**src/rtl/mips_cpu_harvard_run_monitor.sv**
```systemverilog
// -----------------------------------------------------------------------------
// mips_cpu_harvard_run_monitor
//   Watches a mips_cpu_harvard run from reset release to halt. It times the
//   run, counts data-bus reads and writes, latches the final $v0 value, and
//   flags three failures: start-up failure, timeout and read/write conflict.
//   FPGA and simulation builds both take their pass/fail result from here.
//
//   state | meaning
//   ------+---------------------------------------------------------------
//   0 WAIT_START | reset released, waiting up to START_LIMIT edges for active
//   1 RUNNING    | CPU active, bus strobes counted, timeout armed
//   2 DRAIN      | one settle cycle for CPU writeback before result capture
//   3 DONE       | clean halt, result valid, everything frozen until clear
//   4 FAIL       | nostart or timeout, everything frozen until clear
//
// Ports
//   clk             in   system clock, rising edge
//   reset           in   async active-high reset (shared with the CPU)
//   active          in   CPU active flag
//   register_v0     in   CPU $v0 value
//   data_read       in   CPU data-bus read strobe
//   data_write      in   CPU data-bus write strobe
//   clear           in   synchronous re-arm, honoured only in DONE/FAIL
//   state           out  current state (encoding as in the table above)
//   cycle_count     out  cycles spent in WAIT_START+RUNNING+DRAIN
//   rd_count        out  RUNNING cycles with data_read high
//   wr_count        out  RUNNING cycles with data_write high
//   result          out  register_v0 captured on the DRAIN exit edge
//   done            out  high while in DONE
//   err_nostart     out  sticky, active never rose in time
//   err_timeout     out  sticky, run exceeded TIMEOUT_CYCLES
//   err_rw_conflict out  sticky, read and write strobes high together
// -----------------------------------------------------------------------------
module mips_cpu_harvard_run_monitor #(
  parameter int TIMEOUT_CYCLES = 100,
  parameter int START_LIMIT    = 2
) (
  input  logic        clk,
  input  logic        reset,
  input  logic        active,
  input  logic [31:0] register_v0,
  input  logic        data_read,
  input  logic        data_write,
  input  logic        clear,
  output logic [2:0]  state,
  output logic [31:0] cycle_count,
  output logic [31:0] rd_count,
  output logic [31:0] wr_count,
  output logic [31:0] result,
  output logic        done,
  output logic        err_nostart,
  output logic        err_timeout,
  output logic        err_rw_conflict
);

  typedef enum logic [2:0] {
    S_WAIT  = 3'd0,
    S_RUN   = 3'd1,
    S_DRAIN = 3'd2,
    S_DONE  = 3'd3,
    S_FAIL  = 3'd4
  } state_t;

  localparam logic [31:0] START_LAST = 32'(START_LIMIT - 1);
  localparam logic [31:0] TO_LAST    = 32'(TIMEOUT_CYCLES - 1);

  state_t      r_state;
  state_t      w_next;
  logic [31:0] r_cycle_count;
  logic [31:0] r_rd_count;
  logic [31:0] r_wr_count;
  logic [31:0] r_run_idx;
  logic [31:0] r_result;
  logic        r_done;
  logic        r_err_nostart;
  logic        r_err_timeout;
  logic        r_err_rw_conflict;

  logic w_start_expired;
  logic w_run_expired;
  logic w_count_cycle;
  logic w_in_run;
  logic w_rearm;
  logic w_set_nostart;
  logic w_set_timeout;
  logic w_set_conflict;
  logic w_latch_result;

  // Counters stick at all-ones instead of wrapping back to zero.
  function automatic logic [31:0] sat_inc(input logic [31:0] v, input logic en);
    return (en && (v != 32'hFFFF_FFFF)) ? v + 32'd1 : v;
  endfunction

  assign w_start_expired = (r_cycle_count == START_LAST);
  assign w_run_expired   = (r_run_idx == TO_LAST);

  // State register
  always_ff @(posedge clk or posedge reset) begin
    if (reset) r_state <= S_WAIT;
    else       r_state <= w_next;
  end

  // Next-state logic. Halt is checked before timeout so it wins on a shared edge.
  always_comb begin
    w_next = r_state;
    case (r_state)
      S_WAIT: begin
        if (active)               w_next = S_RUN;
        else if (w_start_expired) w_next = S_FAIL;
      end
      S_RUN: begin
        if (!active)            w_next = S_DRAIN;
        else if (w_run_expired) w_next = S_FAIL;
      end
      S_DRAIN:        w_next = S_DONE;
      S_DONE, S_FAIL: if (clear) w_next = S_WAIT;
      default:        w_next = S_WAIT;
    endcase
  end

  // Per-state control strobes for the datapath registers
  always_comb begin
    w_count_cycle  = 1'b0;
    w_in_run       = 1'b0;
    w_rearm        = 1'b0;
    w_set_nostart  = 1'b0;
    w_set_timeout  = 1'b0;
    w_set_conflict = 1'b0;
    w_latch_result = 1'b0;
    case (r_state)
      S_WAIT: begin
        w_count_cycle = 1'b1;
        w_set_nostart = !active && w_start_expired;
      end
      S_RUN: begin
        w_count_cycle  = 1'b1;
        w_in_run       = 1'b1;
        w_set_timeout  = active && w_run_expired;
        w_set_conflict = data_read && data_write;
      end
      S_DRAIN: begin
        w_count_cycle  = 1'b1;
        w_latch_result = 1'b1;
      end
      S_DONE, S_FAIL: w_rearm = clear;
      default: ;
    endcase
  end

  // Datapath registers
  always_ff @(posedge clk or posedge reset) begin
    if (reset) begin
      r_cycle_count     <= '0;
      r_rd_count        <= '0;
      r_wr_count        <= '0;
      r_run_idx         <= '0;
      r_result          <= '0;
      r_done            <= 1'b0;
      r_err_nostart     <= 1'b0;
      r_err_timeout     <= 1'b0;
      r_err_rw_conflict <= 1'b0;
    end else if (w_rearm) begin
      r_cycle_count     <= '0;
      r_rd_count        <= '0;
      r_wr_count        <= '0;
      r_run_idx         <= '0;
      r_result          <= '0;
      r_done            <= 1'b0;
      r_err_nostart     <= 1'b0;
      r_err_timeout     <= 1'b0;
      r_err_rw_conflict <= 1'b0;
    end else begin
      r_cycle_count <= sat_inc(r_cycle_count, w_count_cycle);
      r_rd_count    <= sat_inc(r_rd_count, w_in_run && data_read);
      r_wr_count    <= sat_inc(r_wr_count, w_in_run && data_write);
      // Held at zero while waiting so it is clear on RUNNING entry.
      if (r_state == S_WAIT) r_run_idx <= '0;
      else                   r_run_idx <= sat_inc(r_run_idx, w_in_run);
      if (w_latch_result) r_result <= register_v0;
      r_done            <= (w_next == S_DONE);
      r_err_nostart     <= r_err_nostart | w_set_nostart;
      r_err_timeout     <= r_err_timeout | w_set_timeout;
      r_err_rw_conflict <= r_err_rw_conflict | w_set_conflict;
    end
  end

  assign state           = r_state;
  assign cycle_count     = r_cycle_count;
  assign rd_count        = r_rd_count;
  assign wr_count        = r_wr_count;
  assign result          = r_result;
  assign done            = r_done;
  assign err_nostart     = r_err_nostart;
  assign err_timeout     = r_err_timeout;
  assign err_rw_conflict = r_err_rw_conflict;

endmodule

```
**config.mk**
```make
export PLATFORM = sky130hd
export DESIGN_NAME = mips_cpu_harvard_run_monitor
export DESIGN_NICKNAME = d
export VERILOG_FILES = /design/src/rtl/mips_cpu_harvard_run_monitor.sv
export SDC_FILE = /design/constraint.sdc
export NUM_CORES = 1
export LEC_CHECK = 0
export ABC_AREA = 1
export CAP_MARGIN = 10
export CORE_MARGIN = 2
export CORE_UTILIZATION = 54
export CTS_CLUSTER_SIZE = 40
export DETAILED_ROUTE_END_ITERATION = 6
export PLACE_DENSITY_LB_ADDON = 0.08
export SLEW_MARGIN = 5
export SYNTH_ARGS = -nofsm -noshare
export SYNTH_HDL_FRONTEND = slang
export SYNTH_SLANG_ARGS = --single-unit
```
**constraint.sdc**
```tcl
create_clock -name clk -period 6.7 [get_ports clk]
set_input_delay 1.005 -clock clk [delete_from_list [all_inputs] [get_ports clk]]
set_output_delay 1.005 -clock clk [all_outputs]
set_load 0.02 [all_outputs]
```
**Word level (Yosys, flattened, before mapping)**

Cells that the tools add are included.
W data, S select, Z words.

- Register bits after elaboration: 167
- Bits in latches: 0
- Bits in writable memories: 0
- ROM bits: 0
- Logic and storage cells: 74
- Memories: 0

- Add/subtract/negate cells: 4
- $mul: 0
- Div/mod/pow operators: 0
- Order comparisons: 0
- Equality and inequality tests: 11
- Shift operators: 0
- Multiplexer cells: 28
- Bitwise logic cells: 3
- Reduce and logical (&&, ||, !) cells: 18

Operators with widths:

| operator | number |
|---|---|
| $mux W32 | 11 |
| $add A32 B1 Y32 const B | 4 |
| $ne A32 B32 Y1 const B | 4 |
| $eq A32 B1 Y1 const B | 1 |
| $eq A32 B7 Y1 const B | 1 |
| $mux W3 | 5 |
| $pmux W3 S4 | 1 |
| $mux W1 | 11 |
| $eq A3 B2 Y1 const B | 3 |
| $logic_and A1 B1 Y1 | 9 |
| $reduce_bool A2 Y1 | 4 |
| $eq A3 B1 Y1 const B | 1 |
| $eq A3 B3 Y1 const B | 1 |
| $logic_not A3 Y1 | 1 |
| $or A1 B1 Y1 | 3 |
| $reduce_bool A3 Y1 | 1 |
| $reduce_or A3 Y1 | 1 |
| $reduce_or A2 Y1 | 1 |
| $logic_not A1 Y1 | 1 |

**Depth between registers and ports, before layout**

Gate-level depths: netlist of the first run.

- Depth after elaboration: 6
- Gate-level depth with buffers: 13
- Depth with buffers taken out: 12

**Worst setup path after synthesis of the first run**

Ideal clock, no wire load.

- Path type: input to register
- Start point: input port data_write
- End point: register r_wr_count[0], in the netlist wr_count[0]
- Data arrival time: 1.889 ns
- Required time: 6.626 ns
- Slack: 4.737 ns
- Stages: 7
- Buffers on the path: 1
- Cell sequence: inv_1 nor2_1 nand2_4 inv_4 clkbuf_1 nand3_1 o21ai_2

- Longest elaborated chain between the ends: 3

RTL lines:

| element | line | text |
|---|---|---|
| start: declaration | 43 | `input logic data_write,` |
| $logic_and A1 B1 Y1 | 175 | `r_wr_count <= sat_inc(r_wr_count, w_in_run && data_write);` |
| $logic_and A1 B1 Y1 | 91 | `return (en && (v != 32'hFFFF_FFFF)) ? v + 32'd1 : v;` |
| $reduce_bool A2 Y1 (no source line) | - |  |
| end signal: assignment | 175 |  |
| end: declaration | 71 | `logic [31:0] r_wr_count;` |

No other way between the ends.
A chain may end at the register's enable or synchronous reset.

**Worst setup path after layout of the first run**

- Start point: input port clear
- End point: register r_run_idx[8]

- Longest elaborated chain between the ends: 2
- Elaborated cells on any way between the ends: 3

RTL lines:

| element | line | text |
|---|---|---|
| start: declaration | 44 | `input logic clear,` |
| $mux W1 * | 130 | `case (r_state)` |
| $reduce_bool A3 Y1 (no source line) or $mux W32 (tied branches) | - |  |
| end signal: assignment | 178 | `else r_run_idx <= sat_inc(r_run_idx, w_in_run);` |
| end: declaration | 72 | `logic [31:0] r_run_idx;` |

Mark *: on every way between the ends. The rest lies on a longest branch, timed or not.

==> qor.yml, run 1 <==
run_status:
  status: "finished, final reports clean"
routing:
  routed_wl_um: 30300
  drc: 0
  drt_iter0_drc: 887
  wl_per_cell_um: 15.7
  vias_per_cell: 5.57
  detail_route.first_pass.iterations: 6
  vias: 10800
  postRouteAntennaNets: 0
yosys:
  synth.yosys.seq_area_share_pct: 40.3
  synth_top_family_by_area: "simple AND/OR/NAND/NOR gates"
  avgSynthCellArea_um2: 6.79
  yosys_most_used_dff: "dfrtp_1"
  synth_area_leaders: "dfrtp_1 (40%), nand2_1 (17%), nor2_1 (8.7%), inv_1 (6.7%), nand3_1 (5.1%)"
  async_flop_share_pct: 100
  synth_nets: 1569
  synthXorXnorAreaFrac_pct: 2.79
  ys_seq_elements: 167
  synth-compound-area-share_pct: 8.10
  synth_fa_ha_area_share_pct: 0.604
  synth_edf_count: 0
  yosys.area_share.simple_pct: 39.0
  synth_area_um2: 10400
  yosys.area.top_type: "dfrtp_1"
  synth_mux_area_share_pct: 0
  synth_common_cells: "nand2_1 (482), nor2_1 (240), inv_1 (184)"
  yosysMostFrequentCell: "nand2_1"
  yosysUniqueCellTypes: 34
  yosysWarnings: 0
  synthCells: 1526
  yosys.area.top_type_share_pct: 40.3
worst_setup_path:
  timing.rr.start: "state[0]$_DFF_PP0_"
  worstPathRequired_ns: 7.02
  critical_path_class: "primary input to register"
  crit_path_start: "clear"
  critical_path.max_fanout: 49
  worstSetupStartpointType: "primary input"
  arrival_ns: 3.32
  end_kind: "register"
clock_tree:
  clock_path_buffers: 2
  clkSinkCount: 167
  ctsHoldBuffers: 0
  post-cts-setup-buffer-count: 0
  numCtsBuffers: 17
  htree_levels: 4
  insertion_delay_ns: 0.44
  cts-root-buf: "clkbuf_16"
  cts_resized: 0
  clk_pin_slew_worst_paths_ns: 0.07
  cts_tree: "built"
timing:
  clock.fmax_mhz: 333
  slew-limit-headroom_pct: 35.0
  fin_skew_ns: 0.0112
  hold_viol_final: 0
  layout_setup_ws_ns: 3.70
  rsz0062_at_grt: "false"
  post-route-min-period_ns: 3.00
  worst_pin_slew_ns: 0.975
  timing.setup.tns_ns: 0
  setup_viol: 0
  post-route-period-util_pct: 44.8
  slew_violations: 0
placed_design:
  port_buffers: 172
  pre_cts_ws_ns: 3.06
  routabilityCongestion: 0.965
  dp_hpwl_um: 21500
grt:
  grt-ovfl-total: 0
  grt_pass1_wl_um: 49700
  grt_max_degree: 104
  antenna_found_initial: 0
  first_global_vias: 10100
  grt_usage_pct: 30.5
pwr:
  switching_power_mw: 1.78
  switching_share_pct: 42.3
  seq_power_share_pct: 34.9
  intPower_mw: 2.43
  peakVddDrop_mv: 0.243
  pwr-share-comb_pct: 40.6
  power.leakage_nw: 5.62
  clockPowerShare_pct: 24.5
  powerDensity_nw_per_um2: 328
layout:
  diodes: 0
  area_growth_pct: 23.6
  nNetsFinal: 1729
  layout-drive-gt1-share_pct: 4.30
  fin_util_pct: 68.2
min_path:
  worstHoldStart: "result[9]$_DFFE_PP0P_"
  hold_path_class: "register to register"
floorplanning:
  io_pins: 173
  dieArea_um2: 20300
  num_rows: 50
  core_area_um2: 18800
  start_util_pct: 55.2
  fp.dieW_um: 143
  fp.dieH_um: 143
flow_run:
  cap_violations: 0
cells in the final DEF, fill, tap and decap left out, drive strengths merged:
cell / count
a22oi: 32
ha: 5
clkdlybuf4s50: 172
bufinv: 3
inv: 195
nand4: 77
a21oi: 11
o22ai: 1
o211ai: 1
xnor2: 14
o31ai: 4
dfrtp: 167
nor3: 18
buf: 4
nand3: 105
o21a: 1
xor2: 19
nand2: 495
clkinv: 4
clkinvlp: 3
o21ai: 91
clkbuf: 20
a21o: 3
o21bai: 1
nor2: 252
cells by family (layout without fill, tap and decap cells):
group | after synthesis | count (layout)
xor+xnor | 33 | 33
flops | 167 | 167
compound gates | 145 | 145
simple gates | 947 | 947
fa+ha+maj | 5 | 5
buf+inv | 229 | 401
sequential cells by signal, summed over array words and instances, names as in the netlist:
name and cells:
cycle_count 32, r_run_idx 32, rd_count 32, result 32, wr_count 32, state 3, done 1, err_nostart 1
err_rw_conflict 1, err_timeout 1
final timing paths:
kind,slack (ns),cells after the start,to
max in group asynchronous,4.09,3,rd_count[31]$_DFFE_PP0P_
hold / removal,0.50,2,result[9]$_DFFE_PP0P_
setup / recovery,3.70,7,r_run_idx[8]$_DFFE_PP0P_
setup reg to reg,4.00,9,r_run_idx[8]$_DFFE_PP0P_
hold reg to reg,0.50,2,result[9]$_DFFE_PP0P_
min in group asynchronous,1.18,2,result[23]$_DFFE_PP0P_
power groups by stage:
stage | logic, mW | registers, mW | clock network, mW
after detailed placement | 1.70 | 1.47 | 0
after global placement | 1.66 | 1.48 | 0
final | 1.70 | 1.47 | 1.03
after floorplan | 0.849 | 1.65 | 0
after global routing | 1.87 | 1.50 | 1.08
after CTS | 1.70 | 1.46 | 1.03
per-layer routing:
metal | global-route usage [%] | vias up | wire length [um]
li1 | - | 5205 | -
met1 | 41.1 | 4997 | 13200
met2 | 49.4 | 486 | 14100
met3 | 5.35 | 64 | 2280
met4 | 11.5 | 0 | 738
met5 | 0 | - | 0
worst max-delay path, stage by stage:
cell and delay (ns):
clkdlybuf4s50_1 0.51, nand2_4 0.49, inv_4 0.25, nor2_4 0.37, nand2_4 0.29, inv_4 0.26, o21ai_0 0.10
through the flow:
step / hold WS [ns] / instance area, um^2 / std cells / total power, mW
after floorplan: 0.467 / 10400 / 1526 / 2.50
final: 0.496 / 12800 / 1932 / 4.20
after global placement: 0.474 / 12200 / 1900 / 3.14
after detailed placement: 0.472 / 12200 / 1900 / 3.17
after CTS: 0.502 / 12800 / 1931 / 4.20
after global routing: 0.517 / 12800 / 1932 / 4.44
final cells by class:
class,count,area (um^2)
clock buffers,20,447
clock inverters,11,149
fillers,1621,5960
inverters,194,743
multi-input cells,1130,5240
flip-flops and latches,167,4180
well taps,234,293
repair buffers,176,1760
(Power assumes the default switching activity.)
==> run 2, diff against run 1 <==
--- a/config.mk
+++ b/config.mk
@@ -8,7 +8,7 @@
 export ABC_AREA = 1
 export CAP_MARGIN = 10
 export CORE_MARGIN = 2
-export CORE_UTILIZATION = 54
+export CORE_UTILIZATION = 49
 export CTS_CLUSTER_SIZE = 40
 export DETAILED_ROUTE_END_ITERATION = 6
 export PLACE_DENSITY_LB_ADDON = 0.08
==> constraint.sdc (replaced) <==
create_clock -name clk -period 2.5 [get_ports clk]
set_input_delay 0.375 -clock clk [delete_from_list [all_inputs] [get_ports clk]]
set_output_delay 0.375 -clock clk [all_outputs]
set_load 0.02 [all_outputs]
==> qor.yml, run 2 (same netlist as run 1, synthesis figures left out) <==
pwr:
  power.leakage_nw: 5.68
  peakVddDrop_mv: 0.670
  powerDensity_nw_per_um2: 879
grt:
  grt_max_degree: 114
  antenna_found_initial: 0
  first_global_vias: 10100
  grt_usage_pct: 28.3
  grt-ovfl-total: 0
  grt_pass1_wl_um: 50500
floorplanning:
  start_util_pct: 49.6
  fp.dieW_um: 149
  io_pins: 173
  num_rows: 53
  dieArea_um2: 22300
  core_area_um2: 20900
  fp.dieH_um: 149
placed_design:
  placed_cell_area_um2: 12400
  port_buffers: 172
  routabilityCongestion: 0.977
  pre_cts_ws_ns: 0.224
  dp_hpwl_um: 22300
  dp_cells: 1951
layout:
  layout_common_cells: "nand2_1 (482), nor2_1 (238), inv_1 (183), clkdlybuf4s50_1 (172), dfrtp_1 (167)"
  final_common_cell: "nand2_1"
  fin_cells: 1983
  nNetsFinal: 1738
  final_cell_area_um2: 13000
  diodes: 0
  area_growth_pct: 25.2
  fill_cells: 1984
  layout-drive-gt1-share_pct: 4.92
routing:
  drc: 0
  wl_per_cell_um: 15.4
  routed_wl_um: 30600
  wl_met2_um: 14600
  vias_per_cell: 5.38
  highest_layer: "met4"
  routed-wl-met3_um: 2130
  drt_iter0_drc: 970
  postRouteAntennaNets: 0
  detail_route.first_pass.iterations: 6
  vias: 10700
  drt-met1-wl_um: 13300
worst_setup_path:
  worstPathRequired_ns: 2.80
  critical_path_class: "register to register"
  end_kind: "register"
  critPathSlowestCell: "dfrtp_1"
  arrival_ns: 2.52
  worstSetupStartpointType: "register"
  worstPathCellList: "ha_1, inv_2, nor2_2, nand2_1, nor2_2, nand2_1, nand2_2, inv_2, nand4_1, o21ai_0"
  critical_path.max_fanout: 26
  max_stage_delay_ns: 0.43
clock_tree:
  insertion_delay_ns: 0.43
  cts-root-buf: "clkbuf_16"
  htree_levels: 4
  clk_pin_slew_worst_paths_ns: 0.07
  clock_path_buffers: 2
  numCtsBuffers: 17
  clkSinkCount: 167
  cts_tree: "built"
min_path:
  hold_path_class: "primary input to asynchronous set/reset pin"
run_status:
  status: "finished, final reports clean"
timing:
  setup_viol: 0
  timing.setup.tns_ns: 0
  clock.fmax_mhz: 451
  post-route-min-period_ns: 2.22
  worst_pin_slew_ns: 0.622
  slew_violations: 0
  fin_skew_ns: 0.00826
  hold_viol_final: 0
  layout_setup_ws_ns: 0.284
  post-route-period-util_pct: 88.6
  rsz0062_at_grt: "false"
  slew-limit-headroom_pct: 58.5
flow_run:
  cap_violations: 0
## run 2: changes by cell type in the layout (fill, tap and decap cells not counted)
cell	previous run	this run
buf_4	3	10
clkbuf_1	2	1
nand2_2	6	5
buf_12	0	3
clkinv_2	2	1
inv_6	2	3
buf_6	1	0
clkinv_4	2	3
clkinvlp_4	3	4
nand2_4	7	8
## run 2: stage by stage
stage               power (mW)  hold WS (ns)  util, %
finish                    11.4         0.203     62.1
global placement          8.56         0.470     59.2
floorplan                 6.71         0.467        -
global route              12.1         0.218     62.1
CTS                       11.5         0.200     62.1
detailed placement        8.65         0.472     59.2
## run 2: what timing repair did
action                     CTS  global route
setup endpoints to repair    0            12
gates resized for setup      0             1
hold buffers                 0             0
buffers inserted             0             0
## run 2: metal layers
metal / track usage [%] / up-vias
met4: 8.10 / 0
met5: 0 / -
met3: 5.18 / 49
li1: - / 5234
met1: 37.9 / 4943
met2: 47.1 / 441
## run 2: power by group
group	total, mW	switching (mW)	leakage (nW)	internal (mW)
logic	4.69	2.97	3.13	1.72
clock network	2.79	1.18	0.291	1.61
registers	3.93	0.658	2.27	3.27
## run 2: cell type report
type	count	area [um^2]	area share, %
inverter	194	742	5.72
clock buffer	19	443	3.41
multi-input combinational	1130	5240	40.4
clock inverter	13	170	1.31
timing repair buffer	185	1860	14.3
sequential	167	4180	32.2
tap	275	344	2.65
## run 2: final timing paths
path                                            start                           to  slack, ns  depth (start not counted)
max                        cycle_count[0]$_DFFE_PP0P_  cycle_count[23]$_DFFE_PP0P_       0.28                         10
min                                             reset     r_run_idx[7]$_DFFE_PP0P_       0.20                          2
max reg2reg                cycle_count[0]$_DFFE_PP0P_  cycle_count[23]$_DFFE_PP0P_       0.28                         10
min reg2reg                    result[22]$_DFFE_PP0P_       result[22]$_DFFE_PP0P_       0.49                          2
max in group asynchronous                       reset     wr_count[26]$_DFFE_PP0P_       1.46                          3
min in group clk               result[22]$_DFFE_PP0P_       result[22]$_DFFE_PP0P_       0.49                          2
## run 2: worst max-delay path, delay by kind of cell (launching register included)
family,cells,cell delay (ns)
AND/OR/NAND/NOR,6,0.92
flip-flops,1,0.43
buffers and inverters,2,0.35
adder cells (fa/ha/maj),1,0.30
AO/OA/AOI/OAI,1,0.09
